[src/rtl/prog_delay_pkg.sv]
// Shared definitions for the programmable delay FIFO.
//
// Contents:
//   delay_state_e  - fill-tracking state (EMPTY, FILLING, PRIMED)
//   DEFAULT_DEPTH  - default ring depth (maximum delay in shifts)
//   DEFAULT_BITS   - default data width
package prog_delay_pkg;

  typedef enum logic [1:0] {
    EMPTY   = 2'd0,
    FILLING = 2'd1,
    PRIMED  = 2'd2
  } delay_state_e;

  localparam int DEFAULT_DEPTH = 8;
  localparam int DEFAULT_BITS  = 64;

endpackage

[src/rtl/prog_delay_fifo.sv]
// Programmable-delay FIFO built on a DEPTH-entry ring buffer.
//
// Every cycle with en=1 writes d/d_valid at the write pointer and advances
// it. The output is read delay_r entries behind the write pointer, so a word
// written by shift k appears on q once shift k+delay_r-1 has completed.
//
// Ports:
//   clk       - clock, all state on rising edge
//   rst_n     - asynchronous active-low reset
//   en        - shift enable (one write + pointer advance per cycle)
//   clr       - synchronous flush of ring, pointer and fill count
//   d         - data in (BITS)
//   d_valid   - valid tag stored alongside d
//   cfg_wr    - load delay_cfg into the active delay register
//   delay_cfg - requested delay, legal range 1..DEPTH (PW+1 bits)
//   q         - delayed data (BITS)
//   q_valid   - delayed tag, qualified by primed
//   fill_cnt  - shifts since reset/clr, saturating at DEPTH (PW+1 bits)
//   primed    - fill_cnt >= active delay
//   cfg_err   - one-cycle pulse after an illegal cfg_wr
module prog_delay_fifo
  import prog_delay_pkg::*;
#(
  parameter int DEPTH = DEFAULT_DEPTH,
  parameter int BITS  = DEFAULT_BITS,
  localparam int PW   = $clog2(DEPTH)
) (
  input  logic            clk,
  input  logic            rst_n,
  input  logic            en,
  input  logic            clr,
  input  logic [BITS-1:0] d,
  input  logic            d_valid,
  input  logic            cfg_wr,
  input  logic [PW:0]     delay_cfg,
  output logic [BITS-1:0] q,
  output logic            q_valid,
  output logic [PW:0]     fill_cnt,
  output logic            primed,
  output logic            cfg_err
);

  localparam logic [PW:0] MAX_DELAY = (PW+1)'(DEPTH);

  logic [BITS-1:0] mem [DEPTH];
  logic [DEPTH-1:0] vld;
  logic [PW-1:0]    wr_ptr;
  logic [PW-1:0]    rd_addr;
  logic [PW:0]      delay_r;
  logic [PW:0]      next_fill;
  logic [PW:0]      next_delay;
  logic             cfg_legal;
  logic             shift;
  delay_state_e     state;
  delay_state_e     next_state;

  // clr wins over a coincident en, so the shift is dropped.
  assign shift     = en & ~clr;
  assign cfg_legal = (delay_cfg != '0) && (delay_cfg <= MAX_DELAY);

  // DEPTH is a power of two, so the modulo is plain PW-bit wraparound.
  // A delay of DEPTH has zero low bits and reads the entry about to be
  // overwritten, i.e. the oldest word in the ring.
  assign rd_addr = wr_ptr - delay_r[PW-1:0];

  // Ring storage and write pointer.
  always_ff @(posedge clk or negedge rst_n) begin
    if (!rst_n) begin
      for (int i = 0; i < DEPTH; i++) mem[i] <= '0;
      vld    <= '0;
      wr_ptr <= '0;
    end else if (clr) begin
      for (int i = 0; i < DEPTH; i++) mem[i] <= '0;
      vld    <= '0;
      wr_ptr <= '0;
    end else if (en) begin
      mem[wr_ptr] <= d;
      vld[wr_ptr] <= d_valid;
      wr_ptr      <= wr_ptr + 1'b1;
    end
  end

  // Next fill count and delay. The FSM is steered by these next values so
  // that state always agrees with the registered fill_cnt/delay_r pair,
  // which makes primed react in the same cycle a new delay takes effect.
  always_comb begin
    next_fill  = fill_cnt;
    next_delay = delay_r;
    next_state = state;

    if (clr) begin
      next_fill = '0;
    end else if (shift && (fill_cnt != MAX_DELAY)) begin
      next_fill = fill_cnt + 1'b1;
    end

    if (cfg_wr && cfg_legal) begin
      next_delay = delay_cfg;
    end

    if (next_fill == '0) begin
      next_state = EMPTY;
    end else if (next_fill < next_delay) begin
      next_state = FILLING;
    end else begin
      next_state = PRIMED;
    end
  end

  // FSM state register.
  always_ff @(posedge clk or negedge rst_n) begin
    if (!rst_n) begin
      state <= EMPTY;
    end else begin
      state <= next_state;
    end
  end

  // Fill counter, active delay and configuration error pulse.
  always_ff @(posedge clk or negedge rst_n) begin
    if (!rst_n) begin
      fill_cnt <= '0;
      delay_r  <= MAX_DELAY;
      cfg_err  <= 1'b0;
    end else begin
      fill_cnt <= next_fill;
      delay_r  <= next_delay;
      cfg_err  <= cfg_wr & ~cfg_legal;
    end
  end

  assign primed  = (state == PRIMED);
  assign q       = mem[rd_addr];
  assign q_valid = vld[rd_addr] & primed;

endmodule

[config.mk]
export PLATFORM = sky130hd
export DESIGN_NAME = prog_delay_fifo
export DESIGN_NICKNAME = d
export VERILOG_FILES = /design/src/rtl/prog_delay_pkg.sv /design/src/rtl/prog_delay_fifo.sv
export SDC_FILE = /design/constraint.sdc
export NUM_CORES = 1
export LEC_CHECK = 0
export CAP_MARGIN = 20
export CORE_MARGIN = 2
export CORE_UTILIZATION = 40
export DETAILED_ROUTE_END_ITERATION = 10
export DONT_BUFFER_PORTS = 1
export HOLD_SLACK_MARGIN = 0.02
export PLACE_DENSITY = 0.64
export SLEW_MARGIN = 0
export SYNTH_ARGS = -nofsm -noshare
export SYNTH_HDL_FRONTEND = slang
export SYNTH_SLANG_ARGS = --single-unit
[constraint.sdc]
create_clock -name clk -period 7.47 [get_ports clk]
set_input_delay 0.747 -clock clk [delete_from_list [all_inputs] [get_ports clk]]
set_output_delay 0.747 -clock clk [all_outputs]
set_load 0.005 [all_outputs]
Word-level counts from Yosys, hierarchy flattened:

Cells that the tools add are included.

* add/subtract/negate cells: 3
* order comparisons: 8
* eq/ne operators: 2
* multiplexer cells: 22
* bitwise logic cells: 7
* reductions and logical operators: 8

Operators with widths (number)
* two-way mux 512 bit: 2
* bitwise mux 512 bit: 1
* binary-select mux 64 bit (select 3 bit): 1
* demux 64 bit (select 3 bit): 1
* two-way mux 64 bit: 3
* two-way mux 8 bit: 2
* two-way mux 4 bit: 3
* bitwise mux 8 bit: 1
* >= comparator 4 bit, second input constant: 2
* less-than comparator 3 x 4 -> 1 bit, second input constant: 2
* NOT 3 -> 4 bit: 2
* two-way mux 3 bit: 2
* logical AND 1 bit: 5
* adder 4 x 1 -> 4 bit, second input constant: 1
* <= comparator 4 bit, second input constant: 1
* logical NOT 4 bit: 1
* less-than comparator 4 x 1 -> 1 bit, second input constant: 1
* less-than comparator 4 bit: 1
* two-way mux 2 bit: 2
* != test 4 bit, second input constant: 1
* nonzero test 4 bit: 1
* adder 3 x 1 -> 3 bit, second input constant: 1
* bitwise AND 1 bit: 3
* binary-select mux 1 bit (select 3 bit): 1
* 7 further kinds: 9

* register bits after elaboration: 534
* input port bits: 74
* word-level logic and storage cells: 64

Depth between registers and ports, before layout:

Gate-level depths: netlist of run 1.

* word-level depth: 8
* gate-level depth with buffers: 11
* gate-level depth less buffers: 9

Worst setup path after synthesis of run 1:

OpenSTA, ideal clock, no wires.

* path kind: reg-to-output
* start point: reg wr_ptr[0]
* end point: out q[0]
* arrival time: 2347 ps
* required time: 6723 ps
* path slack: 4376 ps
* stages on the path, launching flop included: 11
* path through: dfrtp_1 -> buf_2 -> inv_1 -> ha_1 -> inv_1 -> fa_1 -> nor2b_1 -> clkbuf_1 -> buf_1 -> nand3_1 -> and4_1

* cells in the longest elaborated chain, start to end: 5

Ends and longest elaborated chain
* start, declared: RTL line prog_delay_fifo.sv:47 `logic [PW-1:0] wr_ptr;`
* start signal, assigned: RTL line prog_delay_fifo.sv:79 `wr_ptr <= wr_ptr + 1'b1;`
* subtractor 3 bit: RTL line prog_delay_fifo.sv:64 `assign rd_addr = wr_ptr - delay_r[PW-1:0];`
* NOT 3 -> 4 bit (not written as such): RTL line prog_delay_fifo.sv:133 `assign q = mem[rd_addr];`
* binary-select mux 64 bit (select 3 bit): RTL line prog_delay_fifo.sv:133
* two-way mux 64 bit (not written as such) (2 in a row): RTL line prog_delay_fifo.sv:133
* end, declared: RTL line prog_delay_fifo.sv:36 `output logic [BITS-1:0] q,`

Every way passes these cells. The select of a mux whose other input is x is not followed.

Worst setup path in the final report of run 1:

* start point: reg wr_ptr[0]
* end point: out q[58]

Same word-level chain as after synthesis.

==> flow_summary_export.csv, run 1 <==
group,metric,value,unit
global_routing,grt.total_usage,26.5,%
floorplanning,die_h,254,µm
clocking,cts_tree,"built",
global_routing,grt_pass1_wl,130,mm
sta,slew_headroom,-78.0,%
synthesis,synth.distinct_cells,42,
sta,drv_slew,303,
layout,layout-drive-gt1-share,6.15,%
clocking,cts_buffer_depth,3,
synthesis,yosys_warnings,0,
floorplanning,die_w,254,µm
clocking,root_buffer,"clkbuf_16",
synthesis,ys_ff_latch,534,
sta,rsz0062_at_grt,"no",
global_routing,grt.overflow.total,0,
drt,vias,21700,
clocking,clkLatencyLatePin,0.62,ns
clocking,clk_transition_reported_paths,0.06,ns
setup_path,crit_path_start_kind,"flip-flop",
layout,diodes,0,
sta,finalSetupViolCount,0,
drt,drt_iter0_drc,2780,
place,io_buffers,0,
sta,fmax,196,MHz
setup_path,required,6.72,ns
setup_path,crit_type,"reg -> out",
synthesis,syn_inst,2942,
place,gp_congestion,0.816,
global_routing,grt_pass1_vias,21300,
synthesis,avgSynthCellArea,8.51,µm²
clocking,cts_setup_buffers,0,
sta,hold_viol_final,42,
clocking,htreeDepth,2,
clocking,cts_sinks,534,
place,preCtsSetupSlack,3.04,ns
synthesis,ys.flop_type,"dfrtp_1",
min_path,hold_path_class,"in -> async",
setup_path,worstPathArrival,4.36,ns
layout,design_area,0.0273,mm²
floorplanning,initial_utilization,40.5,%
setup_path,path_max_fanout,34,
power,p_seq_share,40.5,%
synthesis,synth_area,0.0250,mm²
drt,first_pass_iters,5,
floorplanning,core,0.0618,mm²
synthesis,yosys.area.top_type_share,53.3,%
drt,drt-total-wl,85.7,mm
power,p_leak,10.9,nW
place,place_hpwl,45.3,mm
layout,synthToLayoutAreaGrowth,9.06,%
sta,finalSetupTns,0,ns
flow_run,cap_violations,0,
floorplanning,die-area,0.0646,mm²
power,powerDensity,271,mW/mm²
power,p_int,0.00501,W
drt,drcViolationCount,0,
clocking,numCtsBuffers,57,
layout,final_nets,2836,
drt,routedWlPerCell,23.6,µm
sta,layout_setup_ws,2.37,ns
sta,whs,-0.160,ns
status,violations,"negative hold slack, max-slew violations",
drt,vias_per_cell,5.97,
status,status,"finished with violations",
sta,finClkSkew,0.0145,ns
clocking,postCtsResizedCells,0,
drt,drtAntennaViolNets,0,
synthesis,synth_most_common_cell,"nand2_1",
place,placed_area,0.0253,mm²
synthesis,synthTopCellsByArea,"dfrtp_1, nand2_1, a32o_1, a21oi_1, nand3_1",
synthesis,synth_edf_count,0,
power,p_switching,0.00241,W
setup_path,critPathCaptureType,"primary output",
synthesis,async_reset_ff_share,100,%
synthesis,ys_top_cells_by_count,"nand2_1, dfrtp_1, a21oi_1",
floorplanning,placement_rows,91,
synthesis,seq_area_frac_synth,53.4,%
power,p_clk_share,39.0,%
floorplanning,ios,145,
global_routing,grt_max_degree,535,
synthesis,synthesis.nets,3024,
power,netSwitchingFraction,32.5,%
layout,fillers,5917,
power,power_frac_comb,20.5,%
power,vdd_ir_drop_max,0.310,mV
global_routing,grt_antenna_before_repair,1,
synthesis,yosysTopAreaCell,"dfrtp_1",
sta,period_needed,5.10,ns
sta,worst_pin_slew,2.67,ns
sta,fin_crit_sh,68.3,%
-- layer usage --
metal,GRT usage [%],vias to the layer above,routed length [µm]
li1,-,9559,-
met1,34.5,10900,34300
met2,43.1,1045,39900
met3,6.01,191,8410
met4,10.3,0,3120
met5,0,-,0
-- worst max-delay path, cell delays in order (launching register included) --
cell and delay, ns:
dfrtp_1 0.59, inv_1 0.16, ha_1 0.16, inv_1 0.05, fa_1 0.70, nor2b_4 0.98
buf_4 0.63, nand3_1 0.12, and4_1 0.31
-- final cells by class --
cell class              count  area [µm²]  share of cell area (%)
flip-flops and latches    534       13400                    49.0
multi-input cells        2116       10600                    38.8
clock buffers              82        1710                    6.27
well taps                 837        1050                    3.84
repair buffers             35         340                    1.25
clock inverters            22         204                   0.747
inverters                  10        37.5                   0.138
-- cells by family after synthesis --
logic type,Yosys count,share of synthesized area (%)
buffers and inverters,292,5.10
flip-flops,534,53.4
multiplexers,6,0.350
AO/OA/AOI/OAI,539,14.1
AND/OR/NAND/NOR,1556,26.3
adder cells (fa/ha/maj),8,0.430
XOR/XNOR,7,0.335
-- registers in the layout, summed over array words and instances, names as in the netlist --
register,cells
mem,512
wr_ptr,3
cfg_err,1
fill_cnt,4
state,2
delay_r,4
vld,8
-- cell usage in the layout, fill, tap and decap left out, types with 4 or more instances in the layout --
cell type	count
nand3_1	261
ha_1	7
o21ai_0	92
nor2_1	14
clkbuf_16	59
nor2_4	15
and4_1	64
clkinv_2	14
inv_1	10
nand2_1	1165
o21ai_1	10
clkbuf_8	15
clkbuf_1	8
dfrtp_1	533
a32o_1	163
buf_4	30
nand2b_1	4
a21oi_1	269
nor2b_1	4
-- final timing paths --
kind / startpoint / endpoint / slack, ns / depth (start not counted)
max: wr_ptr[0] / q[58] / 2.37 / 8
min: rst_n / mem[438] / -0.16 / 0
max reg2reg: wr_ptr[1] / mem[69] / 3.80 / 6
min reg2reg: mem[404] / mem[404] / 0.48 / 2
max in group asynchronous: rst_n / mem[353] / 5.55 / 0
min in group clk: d[26] / mem[218] / 0.25 / 2
-- stage by stage --
step	util [%]	std cells	power (W)	hold WS, ns
after global placement	40.9	3529	0.00454	0.461
after global routing	44.2	3636	0.00768	-0.179
after floorplan	-	2942	0.00405	0.450
final	44.2	3636	0.00741	-0.160
after CTS	44.1	3634	0.00744	-0.157
after detailed placement	41.0	3530	0.00456	0.470
-- power groups by stage --
stage / Sequential (W) / Combinational [W] / Clock, W
after floorplan: 0.00304 / 0.00101 / 0
after global placement: 0.00305 / 0.00149 / 0
after detailed placement: 0.00305 / 0.00150 / 0
after CTS: 0.00300 / 0.00151 / 0.00293
after global routing: 0.00301 / 0.00162 / 0.00306
final: 0.00300 / 0.00152 / 0.00289
No activity file was read; power rests on OpenSTA's default activity.
==> run 2: changes to the inputs <==
==> constraint.sdc (replaced) <==
create_clock -name clk -period 4.7 [get_ports clk]
set_input_delay 0.47 -clock clk [delete_from_list [all_inputs] [get_ports clk]]
set_output_delay 0.47 -clock clk [all_outputs]
set_load 0.005 [all_outputs]
==> flow_summary_export.csv, run 2 (synthesized netlist as in run 1, its figures left out) <==
group,metric,value,unit
setup_path,path_max_fanout,21,
sta,worst_pin_slew,1.75,ns
layout,final_common_cell,"nand2_1",
setup_path,crit_slowest_cell,"xor2_4",
setup_path,r2r_slack,1.37,ns
setup_path,worstPathArrival,3.81,ns
sta,finalSetupViolCount,0,
drt,drt-total-wl,87.2,mm
setup_path,r2r_cells,6,
layout,top_register,"mem",
setup_path,crit_type,"reg -> out",
layout,synthToLayoutAreaGrowth,13.8,%
sta,finalSetupTns,0,ns
power,powerDensity,432,mW/mm²
global_routing,grt.overflow.total,0,
layout,largest_reg_flops,512,
clocking,cts_buffer_depth,3,
setup_path,crit_buf_inv,3,
layout,top_regs,"mem: 512 flops, vld: 8 flops",
setup_path,r2r_end,"mem[59]",
floorplanning,initial_utilization,40.5,%
floorplanning,ios,145,
floorplanning,die-area,0.0646,mm²
status,violations,"negative hold slack, max-slew violations",
flow_run,cap_violations,0,
sta,finClkSkew,0.0229,ns
clocking,cts_setup_buffers,0,
sta,fmax,234,MHz
floorplanning,core,0.0618,mm²
clocking,cts_sinks,534,
clocking,hold_buffers,73,
place,io_buffers,0,
layout,mostFrequentLayoutCells,"nand2_1, dfrtp_1, a21oi_1, nand3_1, a32o_1",
global_routing,grt.total_usage,27.1,%
floorplanning,placement_rows,91,
layout,layout-drive-gt1-share,6.90,%
clocking,root_buffer,"clkbuf_16",
layout,fillers,5920,
drt,vias,22000,
sta,hold_viol_final,533,
drt,vias_per_cell,5.88,
drt,routedWlPerCell,23.3,µm
place,gp_congestion,0.809,
clocking,cts_tree,"built",
drt,first_pass_iters,6,
setup_path,path_delay_family,"XOR/XNOR gates",
layout,ff_latch_area,0.0134,mm²
setup_path,required,4.23,ns
global_routing,grt_pass1_vias,21700,
sta,slew_headroom,-17.0,%
floorplanning,die_w,254,µm
layout,diodes,0,
power,vdd_ir_drop_max,0.299,mV
sta,layout_setup_ws,0.418,ns
place,preCtsSetupSlack,1.09,ns
sta,rsz0062_at_grt,"no",
clocking,htreeDepth,2,
setup_path,crit_path_start_kind,"flip-flop",
setup_path,r2r_start,"wr_ptr[1]",
global_routing,grt_pass1_wl,132,mm
floorplanning,die_h,254,µm
clocking,clk_transition_reported_paths,0.06,ns
clocking,numCtsBuffers,59,
global_routing,grt_max_degree,535,
min_path,hold_path_class,"in -> async",
sta,fin_crit_sh,91.1,%
sta,drv_slew,167,
setup_path,cp-startpoint,"wr_ptr[0]",
sta,period_needed,4.28,ns
status,status,"finished with violations",
global_routing,grt_antenna_before_repair,2,
layout,final_nets,2931,
clocking,clkLatencyLatePin,0.63,ns
sta,whs,-0.471,ns
setup_path,path_cells,"inv_1, ha_1, inv_1, fa_1, xor2_4, buf_4, nand2_1, nand3_1, and4_1",
setup_path,slowest_delay,0.82,ns
drt,drt_iter0_drc,2460,
setup_path,critPathCaptureType,"primary output",
setup_path,cp_common_cell,"inv_1",
power,p_leak,11.4,nW
place,place_hpwl,46.9,mm
drt,drtAntennaViolNets,0,
drt,drcViolationCount,0,
layout,multiInputGateArea,0.0106,mm²
setup_path,worstSetupPathDepth,9,
## run 2: timing repair
| action | in CTS | in global routing |
|---|---|---|
| endpoints found under the setup margin | 0 | 0 |
| gates resized for setup | 0 | 0 |
| hold endpoints to repair | 974 | 534 |
## run 2: cell type report
| type | instances | area share, % |
|---|---|---|
| sequential | 534 | 46.9 |
| multi-input combinational | 2116 | 37.2 |
| clock buffer | 95 | 6.61 |
| timing repair buffer | 128 | 4.81 |
| tap | 837 | 3.68 |
| clock inverter | 17 | 0.642 |
| inverter | 10 | 0.132 |
## run 2: stage by stage
stage / utilization (%) / total power (W) / std cells / instance area [µm²]
CTS: 46.0 / 0.0124 / 3736 / 28400
global route: 46.1 / 0.0128 / 3737 / 28500
global placement: 41.4 / 0.00733 / 3549 / 25600
detailed placement: 41.4 / 0.00737 / 3551 / 25600
finish: 46.1 / 0.0123 / 3737 / 28500
floorplan: - / 0.00643 / 2942 / 25000
## run 2: report_power, final
group	switching (W)	total, W	internal, W
sequential	0.0000710	0.00477	0.00470
clock	0.00194	0.00484	0.00289
combinational	0.00197	0.00270	0.000733
total	0.00398	0.0123	0.00833
## run 2: worst reg2reg max path: cells and delay by family, from the launching register on
family / cells / cell delay (ns)
AND/OR/NAND/NOR: 3 / 1.22
buffers and inverters: 2 / 0.99
AO/OA/AOI/OAI: 1 / 0.12
flip-flops: 1 / 0.94
## run 2: worst max path at each step
| stage | to | slack [ns] |
|---|---|---|
| after floorplan | q[0] | 1.88 |
| after global placement | q[20] | 1.12 |
| after detailed placement | q[20] | 1.09 |
| after CTS | q[27] | 0.41 |
| after global routing | q[20] | 0.21 |
| final | q[20] | 0.42 |
## run 2: metal layers
metal  share of wire (%)  wire length [µm]  GRT usage, %
met1                  41             35800          36.1
met2                  47             41200          44.6
met3                 9.0              7850          5.30
met4                 2.7              2350          8.54
met5               0.013                11             0
